===== src/rtl/pc_sequencer.sv =====
// pc_sequencer: owns the program counter and sequences instruction fetch from
// a multi-cycle instruction memory.
//
// Ports:
//   clock          system clock, rising-edge active
//   reset_n        asynchronous active-low reset
//   stall          hold the issued instruction (pc frozen, redirects ignored)
//   branch_taken   take branch_target
//   branch_target  branch destination
//   jump           take jump_target (wins over branch_taken)
//   jump_target    jump destination
//   imem_req       fetch request, held until imem_ack
//   imem_addr      fetch address (mirrors pc)
//   imem_ack       memory returns the requested word this cycle
//   pc             address of the current instruction
//   pc_plus4       pc + 4, wraps modulo 2^32
//   inst_valid     instruction at pc is valid for the datapath
//   exc_valid      one-cycle pulse when an exception is taken
//   exc_cause      01 misaligned target, 10 fetch timeout (held)
//   epc            pc that caused the most recent exception (held)
module pc_sequencer #(
  parameter logic [31:0] RESET_VECTOR = 32'h0000_0000,
  parameter logic [31:0] EXC_VECTOR   = 32'h0000_0080,
  parameter int unsigned TIMEOUT      = 16
) (
  input  logic        clock,
  input  logic        reset_n,
  input  logic        stall,
  input  logic        branch_taken,
  input  logic [31:0] branch_target,
  input  logic        jump,
  input  logic [31:0] jump_target,
  output logic        imem_req,
  output logic [31:0] imem_addr,
  input  logic        imem_ack,
  output logic [31:0] pc,
  output logic [31:0] pc_plus4,
  output logic        inst_valid,
  output logic        exc_valid,
  output logic [1:0]  exc_cause,
  output logic [31:0] epc
);

  typedef enum logic [1:0] {
    ST_BOOT  = 2'd0,
    ST_FETCH = 2'd1,
    ST_ISSUE = 2'd2
  } state_t;

  localparam logic [1:0] CAUSE_MISALIGN = 2'b01;
  localparam logic [1:0] CAUSE_TIMEOUT  = 2'b10;
  // Counter value seen during the last permitted FETCH cycle.
  localparam logic [7:0] TIMEOUT_LAST   = 8'(TIMEOUT - 1);

  state_t      state_reg, state_next;
  logic [31:0] pc_reg, pc_next;
  logic        pend_valid_reg, pend_valid_next;
  logic [31:0] pend_target_reg, pend_target_next;
  logic [7:0]  tmo_cnt_reg, tmo_cnt_next;
  logic        exc_valid_reg, exc_valid_next;
  logic [1:0]  exc_cause_reg, exc_cause_next;
  logic [31:0] epc_reg, epc_next;

  logic        redir_any;
  logic [31:0] redir_target;
  logic        eff_valid;
  logic [31:0] eff_target;
  logic        exc_fire;
  logic [1:0]  exc_code;

  assign redir_any    = jump | branch_taken;
  assign redir_target = jump ? jump_target : branch_target;
  // A redirect arriving in the same cycle as the ack counts as pending, so
  // the newest redirect is never lost behind a word that is already stale.
  assign eff_valid    = redir_any | pend_valid_reg;
  assign eff_target   = redir_any ? redir_target : pend_target_reg;

  always_ff @(posedge clock or negedge reset_n) begin
    if (!reset_n) begin
      state_reg       <= ST_BOOT;
      pc_reg          <= RESET_VECTOR;
      pend_valid_reg  <= 1'b0;
      pend_target_reg <= 32'd0;
      tmo_cnt_reg     <= 8'd0;
      exc_valid_reg   <= 1'b0;
      exc_cause_reg   <= 2'b00;
      epc_reg         <= 32'd0;
    end else begin
      state_reg       <= state_next;
      pc_reg          <= pc_next;
      pend_valid_reg  <= pend_valid_next;
      pend_target_reg <= pend_target_next;
      tmo_cnt_reg     <= tmo_cnt_next;
      exc_valid_reg   <= exc_valid_next;
      exc_cause_reg   <= exc_cause_next;
      epc_reg         <= epc_next;
    end
  end

  always_comb begin
    state_next       = state_reg;
    pc_next          = pc_reg;
    pend_valid_next  = pend_valid_reg;
    pend_target_next = pend_target_reg;
    tmo_cnt_next     = tmo_cnt_reg;
    exc_valid_next   = 1'b0;
    exc_cause_next   = exc_cause_reg;
    epc_next         = epc_reg;
    exc_fire         = 1'b0;
    exc_code         = 2'b00;

    case (state_reg)
      ST_BOOT: begin
        state_next   = ST_FETCH;
        tmo_cnt_next = 8'd0;
        if (redir_any) begin
          pend_valid_next  = 1'b1;
          pend_target_next = redir_target;
        end
      end

      ST_FETCH: begin
        tmo_cnt_next = tmo_cnt_reg + 8'd1;
        if (redir_any) begin
          pend_valid_next  = 1'b1;
          pend_target_next = redir_target;
        end
        // Timeout is evaluated first: a late ack in this cycle is dropped.
        if (tmo_cnt_reg == TIMEOUT_LAST) begin
          exc_fire = 1'b1;
          exc_code = CAUSE_TIMEOUT;
        end else if (imem_ack) begin
          tmo_cnt_next    = 8'd0;
          pend_valid_next = 1'b0;
          if (eff_valid) begin
            // Fetched word belongs to the old path: discard and refetch.
            if (eff_target[1:0] != 2'b00) begin
              exc_fire = 1'b1;
              exc_code = CAUSE_MISALIGN;
            end else begin
              pc_next = eff_target;
            end
          end else begin
            state_next = ST_ISSUE;
          end
        end
      end

      ST_ISSUE: begin
        if (!stall) begin
          state_next   = ST_FETCH;
          tmo_cnt_next = 8'd0;
          if (redir_any) begin
            if (redir_target[1:0] != 2'b00) begin
              exc_fire = 1'b1;
              exc_code = CAUSE_MISALIGN;
            end else begin
              pc_next = redir_target;
            end
          end else begin
            pc_next = pc_plus4;
          end
        end
      end

      default: begin
        state_next = ST_BOOT;
      end
    endcase

    // Every exception vectors the same way and abandons any queued redirect.
    if (exc_fire) begin
      exc_valid_next  = 1'b1;
      exc_cause_next  = exc_code;
      epc_next        = pc_reg;
      pc_next         = EXC_VECTOR;
      state_next      = ST_FETCH;
      tmo_cnt_next    = 8'd0;
      pend_valid_next = 1'b0;
    end
  end

  assign pc         = pc_reg;
  assign pc_plus4   = pc_reg + 32'd4;
  assign imem_req   = (state_reg == ST_FETCH);
  assign imem_addr  = pc_reg;
  assign inst_valid = (state_reg == ST_ISSUE);
  assign exc_valid  = exc_valid_reg;
  assign exc_cause  = exc_cause_reg;
  assign epc        = epc_reg;

endmodule


===== config.mk =====
export PLATFORM = sky130hd
export DESIGN_NAME = pc_sequencer
export DESIGN_NICKNAME = d
export VERILOG_FILES = /design/src/rtl/pc_sequencer.sv
export SDC_FILE = /design/constraint.sdc
export NUM_CORES = 1
export LEC_CHECK = 0
export CORE_AREA = 2 2 129 162
export CTS_BUF_LIST = sky130_fd_sc_hd__clkbuf_16
export DETAILED_ROUTE_END_ITERATION = 7
export DIE_AREA = 0 0 131 164
export GPL_TIMING_DRIVEN = 0
export HOLD_SLACK_MARGIN = 0.12
export PLACE_DENSITY = 0.67
export SYNTH_ARGS = -nofsm -noshare
export SYNTH_HDL_FRONTEND = slang
export SYNTH_SLANG_ARGS = --single-unit
export TNS_END_PERCENT = 30

===== constraint.sdc =====
create_clock -name clock -period 2.6 [get_ports clock]
set_input_delay 0.39 -clock clock [delete_from_list [all_inputs] [get_ports clock]]
set_output_delay 0.39 -clock clock [all_outputs]
set_load 0.03 [all_outputs]

; ---- Word-level counts from Yosys, hierarchy flattened
; Index checks and enable logic that the tools add are counted.
[word_totals]
reg_bits = 110
latch_bits = 0
ram_bits = 0
romBits = 0
in_bits = 70
out_inout_bits = 133
word_cells = 76
memories = 0
[classes]
n_addsub = 2
mul = 0
div = 0
n_lt_le_gt_ge = 0
eq_ne = 10
shift = 0
muxes = 44
bitwise = 2
n_reduce_logical = 10
[op_table]
columns = operator, count
row1 = two-way mux 32 bit, 10
row2 = case mux 32 bit (2 select lines), 1
row3 = adder 32 x 3 -> 32 bit (second input constant), 1
row4 = two-way mux 8 bit, 4
row5 = case mux 8 bit (3 select lines), 1
row6 = two-way mux 1 bit, 18
row7 = two-way mux 2 bit, 6
row8 = adder 8 x 1 -> 8 bit (second input constant), 1
row9 = == test 8 x 4 -> 1 bit (second input constant), 1
row10 = AND reduction 7 bit, 1
row11 = != test 3 x 1 -> 1 bit (second input constant), 2
row12 = != test 3 x 2 -> 1 bit (second input constant), 2
row13 = != test 3 bit (second input constant), 2
row14 = case mux 2 bit (3 select lines), 1
row15 = nonzero test 3 bit, 2
row16 = != test 4 bit (second input constant), 1
row17 = case mux 1 bit (2 select lines), 2
row18 = case mux 2 bit (2 select lines), 1
row19 = AND reduction 4 bit, 1
row20 = nonzero test 2 bit, 2
row21 = nonzero test 4 bit, 1
row22 = == test 2 x 1 -> 1 bit (second input constant), 1
row23 = == test 2 bit (second input constant), 1
row24 = zero test 2 bit, 1
row25 = 3 further kinds, 4

; ---- Depth between registers and ports, before layout
; Gate-level depths: netlist of the first run.
[depth]
word_depth = 10
ltp_mapped = 10
depth_no_buf = 8

; ---- Least setup slack after synthesis of the first run
; Ideal clock, no wire load.
[synth_path]
path_type = reg-to-output
start = register pc_reg[4], in the netlist imem_addr[4]
end = output port pc_plus4[23]
arrival_time_ps = 2436
t_required_ps = 2210
slack_ps = -226
stages_incl_launch_ff = 7
path_buffers = 2
path_cell_list = dfrtp_1 buf_2 nand4_2 or2_1 clkbuf_1 or4_4 xnor2_1
[synth_between]
elab_chain_len = 1
[synth_rtl]
columns = item, line_no
row1 = start: declaration, 56  ; logic [31:0] pc_reg, pc_next;
row2 = start signal: assignment, 90  ; pc_reg <= pc_next;
row3 = adder 32 x 3 -> 32 bit, 184  ; assign pc_plus4 = pc_reg + 32'd4;
row4 = end: declaration, 37  ; output logic [31:0] pc_plus4,
; No other way between the ends.

; ---- Worst setup path in the final report of the first run
[layout_path]
start = register pc_reg[11], in the netlist imem_addr[11]
end = output port pc_plus4[23]
; Same word-level chain as after synthesis.

==> results of run 1 <==
==> power by group through the flow <==
| stage | clock (mW) | sequential, mW | combinational [mW] |
|---|---|---|---|
| CTS | 1.63 | 3.24 | 7.59 |
| floorplan | 0 | 3.91 | 3.74 |
| detailed placement | 0 | 3.28 | 7.38 |
| finish | 1.61 | 3.27 | 7.69 |
| global placement | 0 | 3.25 | 7.31 |
| global route | 1.69 | 3.38 | 8.19 |
==> logic make-up (layout without fill, tap and decap cells) <==
group / Yosys count / in the layout / share of synthesized area
AND/OR/NAND/NOR: 305 / 305 / 0.204
AO/OA/AOI/OAI: 255 / 255 / 0.246
buffers and inverters: 113 / 354 / 0.0847
flip-flops: 110 / 110 / 0.401
XOR/XNOR: 28 / 28 / 0.0357
multiplexers: 11 / 11 / 0.0164
adder cells (fa/ha/maj): 7 / 7 / 0.0127
==> synth_stat cells (3+ instances only) <==
cell	number	share of area
a31oi_1	5	0.0046
ha_1	7	0.013
mux2i_1	9	0.013
o31a_1	3	0.0038
o21bai_1	3	0.0033
o21ai_0	89	0.065
buf_2	12	0.0087
o211ai_1	6	0.0066
a21oi_1	37	0.027
nor3_1	12	0.0087
a32o_1	3	0.0044
nand2_1	167	0.091
and3_1	10	0.0091
a221oi_1	7	0.0089
dfrtp_1	110	0.40
xnor2_1	17	0.022
o31ai_1	3	0.0033
buf_4	38	0.042
a21boi_0	10	0.011
nand4_1	10	0.0091
o22ai_1	4	0.0036
nand3_1	25	0.018
clkbuf_1	43	0.023
a21o_1	4	0.0044
xor2_1	11	0.014
nor4_1	3	0.0027
and4_1	7	0.0089
inv_1	14	0.0077
nor4_2	3	0.0055
a22oi_1	34	0.037
a2bb2oi_1	26	0.033
nor2_1	48	0.026
buf_1	5	0.0027
==> per-layer routing <==
layer  vias to the layer above  routed length [µm]  GRT usage  share of wire
li1                       3396                   -          -              -
met1                      3449               10400      0.305           0.41
met2                       298               12500      0.382           0.49
met3                        45                1850     0.0469          0.073
met4                         0                 789     0.0991          0.031
met5                         -                   0          0              0
==> worst min-delay path, delay by kind of cell (launching register included) <==
| kind | cells | cell delay [ns] |
|---|---|---|
| simple gates | 2 | 0.10 |
| flops | 1 | 0.34 |
==> cells in the final DEF, fill, tap and decap left out, types with 4 or more instances in the layout <==
cell type / instances
and3_1: 9
a21o_1: 4
a31oi_1: 5
mux2i_1: 9
dfrtp_1: 94
a21oi_1: 37
a221oi_1: 7
clkdlybuf4s50_1: 173
buf_2: 17
o21ai_1: 6
xor2_1: 9
clkbuf_2: 19
o21ai_0: 85
nor4_4: 4
buf_6: 9
nor3_1: 10
and4_1: 5
nand4_1: 10
o211ai_1: 6
xnor2_1: 14
a22oi_1: 34
buf_4: 69
a21boi_0: 10
clkbuf_1: 23
dlygate4sd2_1: 4
dfrtp_2: 16
nand3_1: 22
inv_1: 14
a2bb2oi_1: 26
clkbuf_16: 9
nor2_1: 43
ha_1: 6
nand2_1: 166
o22ai_1: 4
==> final timing paths <==
kind / startpoint / to / slack [ns] / cells after the start
setup / recovery: imem_addr[11] / pc_plus4[23] / -0.07 / 6
hold / removal: epc[11] / epc[11] / 0.47 / 2
setup reg to reg: state_reg[0] / imem_addr[27] / 0.15 / 8
hold reg to reg: epc[11] / epc[11] / 0.47 / 2
max in group asynchronous: reset_n / imem_addr[23] / 1.33 / 3
min in group asynchronous: reset_n / tmo_cnt_reg[6] / 0.51 / 2
==> timing repair <==
item / 4_1_cts / 5_1_grt
gates resized for setup: 147 / 51
pin swaps: 10 / 6
hold buffers: 1 / 0
endpoints found under the setup margin: 81 / 115
endpoints found under the hold margin: 43 / 0
buffers inserted: 26 / 4
==> final cells by class <==
cell class | instances | area (µm²)
Buffer | 91 | 542
Clock buffer | 9 | 225
Clock inverter | 6 | 111
Fill cell | 1950 | 9970
Inverter | 15 | 56.3
Multi-Input combinational cell | 606 | 3710
Sequential cell | 110 | 2770
Tap cell | 270 | 338
Timing Repair Buffer | 233 | 2230
==> run summary, run 1 <==
run status: finished with violations
failing checks: negative setup slack
Max Clock Skew: 0.00708 ns
Synth cell types: 65
share of layout cells above drive strength 1: 0.180
buffer depth of the longest clock path: 2
Max IR drop VDD: 0.000470 V
ys async rst share: 1.00
clk sinks: 110
drt first pass iters: 6
Worst Path Required: 2.21 ns
post-place setup slack: -0.826 ns
total congestion overflow: 0
RD Place Congestion: 0.943
clk_lat worst skew: 0.36 ns
Flop pwr share: 0.260
area of the core: 0.0200 mm²
Area Overhead vs Synth: 45.4%
post-route setup TNS: -0.190 ns
Initial Util: 0.344
Setup Viol. Count Final: 4
Final Non-Filler Cells: 1,340
Detailed Route WL: 25.5 mm
Vias: 7,188
Port Buffers: 201
NetSw: 5.96 mW
H-tree Lvls: 3
Syn Inst Count: 829
IO Count: 203
number of remaining DRC errors: 0
endpoint class of the critical path: output pin
final worst setup slack: -0.0736 ns
Worst path slowest cell: or4_4
max frequency: 374 MHz
area of placed instances: 0.00926 mm²
first-pass GRT wire length: 38.7 mm
slew of the pin with the lowest slew margin: 0.666 ns
Hold WS: 0.473 ns
post-layout util: 0.501
Final Hold Fails: 0
worst path arrival time: 2.28 ns
Mapped Nets: 906
PD cells: 1260 mW/mm²
Clk network pwr share: 0.128
most frequent cell on the critical path: buf_6
vias in the first global route: 6,817
slowest stage delay, CP: 0.55 ns
unrepaired setup endpoints after global routing: yes
worst min path class: reg -> reg
antenna-violating nets left: 0
DRT iter0 DRCs: 658
yosys warns: 0
Netlist Area Pre-Place: 0.00687 mm²
NumNets Final: 1,143
internal power: 6.61 mW
Die ar.: 0.0215 mm²
HPWL after DPL: 19.1 mm
design area: 0.00999 mm²
antenna violations before repair: 0
die height: 164 µm
clock root buffer: clkbuf_16
synthesized area per cell: 8.29 µm²
Routed WL per cell: 19.0 µm
Most used DFF post-synth: dfrtp_1
CTS clk-pin slew, worst paths: 0.08 ns
Crit path buffers/inverters: 3
CTS buffer count: 9
Crit Path Category: reg -> out
n_diodes: 0
Via density: 5.36
Tot Pwr: 12.6 mW
leakage power: 4.41 nW
Cell Chain, Critical Path: nand4_1, buf_6, buf_4, or4_4, xnor2_2, buf_6
# rows: 58
EDFF count, synth: 0
fin. max-slew vios: 0
GRT Util Overall: 0.236
min cycle time layout: 2.67 ns
CP top delay family: simple AND/OR/NAND/NOR gates
placed cell count: 1,301
CTS tree: yes
Comb pwr share: 0.612
MaxCap Viol Count: 0
critical-path maximum fanout: 8
switching share of power: 0.474
relative slew slack: 0.556
crit start category: register
pin count of the biggest net entering global routing: 68
period utilisation layout: 1.03
register area share after synthesis: 0.401
Die Wd: 131 µm
#FFs+latches synth: 110
No activity file was read; power rests on OpenSTA's default activity.
==> run 2, diff against run 1 <==
--- a/config.mk
+++ b/config.mk
@@ -11,5 +11,5 @@
 export DIE_AREA = 0 0 131 164
-export GPL_TIMING_DRIVEN = 0
 export HOLD_SLACK_MARGIN = 0.12
 export PLACE_DENSITY = 0.67
+export SLEW_MARGIN = 20
 export SYNTH_ARGS = -nofsm -noshare
--- a/constraint.sdc
+++ b/constraint.sdc
@@ -3,2 +3,2 @@
 set_output_delay 0.39 -clock clock [all_outputs]
-set_load 0.03 [all_outputs]
+set_load 0.1 [all_outputs]
==> run 2 against run 1 <==
Net effect: the flow now finishes without violations; worst setup slack better by 0.076 ns; flip-flop and latch count unchanged; die area unchanged; final cell count shrank 2.5%; first-iteration DRC count down 1.8%.
==> run summary, run 2 (synthesized netlist as in run 1, its figures left out) <==
CTS tree: yes
relative slew slack: 0.585
reg-to-reg startpoint: tmo_cnt_reg[0]
wire length on met1: 9.98 mm
HPWL after DPL: 17.3 mm
Die ar.: 0.0215 mm²
area of the core: 0.0200 mm²
Vias: 7,007
clk_lat worst skew: 0.36 ns
clk sinks: 110
Max Used Layer: met4
worst hold path stage count: 2
min cycle time layout: 2.60 ns
internal reg-to-reg setup slack: 0.28 ns
Detailed Route WL: 23.3 mm
Die Wd: 131 µm
endpoint class of the critical path: output pin
MaxCap Viol Count: 0
GRT Util Overall: 0.219
Worst Reg-to-Reg Cells: 8
Final Non-Filler Cells: 1,306
fin. max-slew vios: 0
n_diodes: 0
run status: complete, no violations
buffer depth of the longest clock path: 2
met2 WL post-DR: 11.5 mm
RD Place Congestion: 0.859
pin count of the biggest net entering global routing: 61
total congestion overflow: 0
Port Buffers: 202
DRT iter0 DRCs: 646
Final Hold Fails: 0
Area Overhead vs Synth: 50.4%
Hold WS: 0.479 ns
drt first pass iters: 5
Filler Cells Inserted: 1,811
unrepaired setup endpoints after global routing: yes
placed cell count: 1,271
antenna violations before repair: 0
slew of the pin with the lowest slew margin: 0.623 ns
crit start category: register
final worst setup slack: 0.00260 ns
worst reg2reg path endpoint: tmo_cnt_reg[6]
critical-path maximum fanout: 4
Crit Path Category: reg -> out
storage element area: 0.00283 mm²
WHS Endpoint: epc[30]
CTS buffer count: 9
Max Clock Skew: 0.0106 ns
# rows: 58
worst path arrival time: 2.21 ns
die height: 164 µm
antenna-violating nets left: 0
commonest non-fill, non-tap cell in the layout: buf_4
Multi-input gate area: 0.00404 mm²
most frequent cells in the layout: 185 x buf_4, 166 x nand2_1, 89 x o21ai_0
post-place setup slack: -0.000164 ns
wire length on met3: 1.36 mm
Setup Viol. Count Final: 0
IO Count: 203
clock root buffer: clkbuf_16
vias in the first global route: 6,439
first-pass GRT wire length: 36.3 mm
period utilisation layout: 0.999
max frequency: 385 MHz
Initial Util: 0.344
NumNets Final: 1,108
CTS clk-pin slew, worst paths: 0.07 ns
worst min path class: reg -> reg
Routed WL per cell: 17.9 µm
Via density: 5.37
Worst Path Required: 2.21 ns
number of remaining DRC errors: 0
HP Start: epc[30]
share of layout cells above drive strength 1: 0.316
H-tree Lvls: 3
post-route setup TNS: 0 ns
-- run 2: changes by cell type in the layout (fill, tap and decap cells not counted), moves of 19 or more --
cell,delta
clkdlybuf4s50_1,-106
dfrtp_4,+19
clkbuf_1,-23
buf_4,+116
clkbuf_2,-19
buf_12,+32
-- run 2: repair_timing --
| item | CTS | global route |
|---|---|---|
| gates cloned | 0 | 0 |
| endpoints found under the setup margin | 17 | 13 |
| hold buffers | 1 | 0 |
| pin swaps | 9 | 12 |
| endpoints found under the hold margin | 39 | 0 |
| setup buffers | 12 | 6 |
| resized for setup | 8 | 8 |
-- run 2: per-stage QoR --
step | util | area [µm²]
3_3_place_gp | 0.492 | 9810
4_1_cts | 0.514 | 10200
2_1_floorplan | - | 7430
6_report | 0.518 | 10300
5_1_grt | 0.518 | 10300
3_5_place_dp | 0.492 | 9810
-- run 2: worst max path at each step --
stage,start,to,cells after the start
global placement,jump_target[0],epc[31],10
finish,imem_addr[13],pc_plus4[31],6
CTS,imem_addr[23],pc_plus4[31],6
floorplan,imem_addr[20],pc_plus4[31],6
detailed placement,jump_target[0],epc[7],10
global route,imem_addr[13],pc_plus4[25],7
-- run 2: cell type report --
cell class | count | share of cell area
inverters | 15 | 0.00545
clock inverters | 7 | 0.00727
well taps | 270 | 0.0327
multi-input cells | 606 | 0.391
repair buffers | 289 | 0.267
flip-flops and latches | 110 | 0.274
clock buffers | 9 | 0.0218
-- run 2: metal layers --
layer | track usage | up-vias
li1 | - | 3320
met1 | 0.310 | 3398
met2 | 0.346 | 254
met3 | 0.0329 | 35
met4 | 0.0609 | 0
met5 | 0 | -
-- run 2: worst max-delay path, stage by stage (launching register included) --
cell and delay [ns]:
dfrtp_4 0.41, and4_4 0.25, nand4_1 0.19, nor4_4 0.27
nand4_1 0.28, xnor2_4 0.26, buf_12 0.19
Power of run 2 is left out: the tool's default activity adds up to more than one toggle a clock period on the data nets, which glitch-free logic cannot reach.
==> run 3, diff against run 2 <==
- PLACE_DENSITY: 0.67 -> 0.63
- SKIP_CTS_REPAIR_TIMING: unset -> 1
==> run 3 against run 2 <==
Net effect: non-clock buffer count grew 10; routed wire length increased by 0.71%; via count is 0.20% lower; hold slack worse by 0.0029 ns; the run now ends with negative setup slack left; critical endpoint is now pc_plus4[24].
==> run summary, run 3 (synthesized netlist as in run 1, its figures left out) <==
period utilisation layout: 1.02
crit start category: register
first-pass GRT wire length: 36.3 mm
critical-path maximum fanout: 5
Port Buffers: 202
die height: 164 µm
max frequency: 375 MHz
slew of the pin with the lowest slew margin: 0.498 ns
NumNets Final: 1,118
final worst setup slack: -0.0637 ns
drt first pass iters: 5
Area Overhead vs Synth: 51.4%
CTS clk-pin slew, worst paths: 0.08 ns
antenna-violating nets left: 0
WHS Endpoint: epc[26]
DRT iter0 DRCs: 581
pin count of the biggest net entering global routing: 70
slowest stage delay, CP: 0.45 ns
Setup Viol. Count Final: 7
# rows: 58
Worst Reg-to-Reg Cells: 8
internal reg-to-reg setup slack: 0.29 ns
clock root buffer: clkbuf_16
most frequent cells in the layout: 196 x buf_4, 166 x nand2_1, 89 x o21ai_0
buffer depth of the longest clock path: 2
unrepaired setup endpoints after global routing: yes
Crit Path Category: reg -> out
clk_lat worst skew: 0.37 ns
Die ar.: 0.0215 mm²
vias in the first global route: 6,597
Worst path slowest cell: dfrtp_4
post-place setup slack: -0.00721 ns
worst min path class: reg -> reg
worst path arrival time: 2.27 ns
Detailed Route WL: 23.5 mm
GRT Util Overall: 0.219
relative slew slack: 0.667
Max Clock Skew: 0.0124 ns
RD Place Congestion: 0.884
reg-to-reg startpoint: tmo_cnt_reg[0]
area of placed instances: 0.00976 mm²
Filler Cells Inserted: 1,848
commonest non-fill, non-tap cell in the layout: buf_4
design area: 0.0104 mm²
area of the core: 0.0200 mm²
endpoint class of the critical path: output pin
HPWL after DPL: 17.4 mm
worst hold path stage count: 2
fin. max-slew vios: 0
Die Wd: 131 µm
IO Count: 203
H-tree Lvls: 3
failing checks: negative setup slack
MaxCap Viol Count: 0
Worst Path Required: 2.21 ns
Cell Chain, Critical Path: nand4_1, buf_4, nor4_4, and4_4, nand3_4, xnor2_4, buf_12
HP Start: epc[26]
Via density: 5.31
antenna violations before repair: 1
worst reg2reg path endpoint: tmo_cnt_reg[6]
run status: finished with violations
number of remaining DRC errors: 0
Routed WL per cell: 17.8 µm
Initial Util: 0.344
CTS buffer count: 9
share of layout cells above drive strength 1: 0.321
CTS tree: yes
min cycle time layout: 2.66 ns
total congestion overflow: 0
clk sinks: 110
Vias: 6,993
Final Hold Fails: 0
run 3: worst max-delay path by stage:
stage | slack, ns | to | from | cells after the start
3_5_place_dp | -0.007 | pend_valid_reg | branch_taken | 8
4_1_cts | -0.25 | pc_plus4[24] | imem_addr[2] | 7
3_3_place_gp | 0.05 | pend_valid_reg | branch_taken | 8
5_1_grt | -0.19 | pc_plus4[31] | imem_addr[13] | 6
2_1_floorplan | -0.31 | pc_plus4[31] | imem_addr[20] | 6
6_report | -0.06 | pc_plus4[24] | imem_addr[12] | 7
run 3: cell type report:
| cell class | instances | area (µm²) | area share |
|---|---|---|---|
| diodes | 1 | 2.50 | 0.000241 |
| clock buffers | 9 | 225 | 0.0217 |
| clock inverters | 7 | 56.3 | 0.00541 |
| inverters | 15 | 56.3 | 0.00541 |
| multi-input cells | 606 | 4070 | 0.392 |
| flip-flops and latches | 110 | 2830 | 0.272 |
| well taps | 270 | 338 | 0.0325 |
| repair buffers | 299 | 2820 | 0.271 |
run 3: critical path, delay by kind of cell, from the launching register on:
family                    cells  cell delay (ns)
buffers and inverters         2             0.41
DFF                           1             0.45
xor gates and xnor gates      1             0.19
and+or+nand+nor               4             0.85
run 3: metrics by stage:
stage          TNS (ns)  std cells  hold WS, ns  utilization
2_1_floorplan     -5.53        829       0.0944            -
3_3_place_gp          0       1269        0.379        0.489
3_5_place_dp   -0.00721       1269        0.380        0.489
4_1_cts           -1.87       1285      -0.0190        0.503
5_1_grt          -0.921       1317        0.498        0.521
6_report         -0.242       1317        0.476        0.521
run 3: metal layers:
layer | part of all wire | wire length [µm] | vias up | track usage
li1 | - | - | 3353 | -
met3 | 0.043 | 1010 | 37 | 0.0202
met2 | 0.49 | 11500 | 215 | 0.352
met4 | 0.030 | 711 | 0 | 0.0972
met1 | 0.44 | 10300 | 3388 | 0.300
met5 | 0 | 0 | - | 0
Power of run 3 is left out for the same reason.
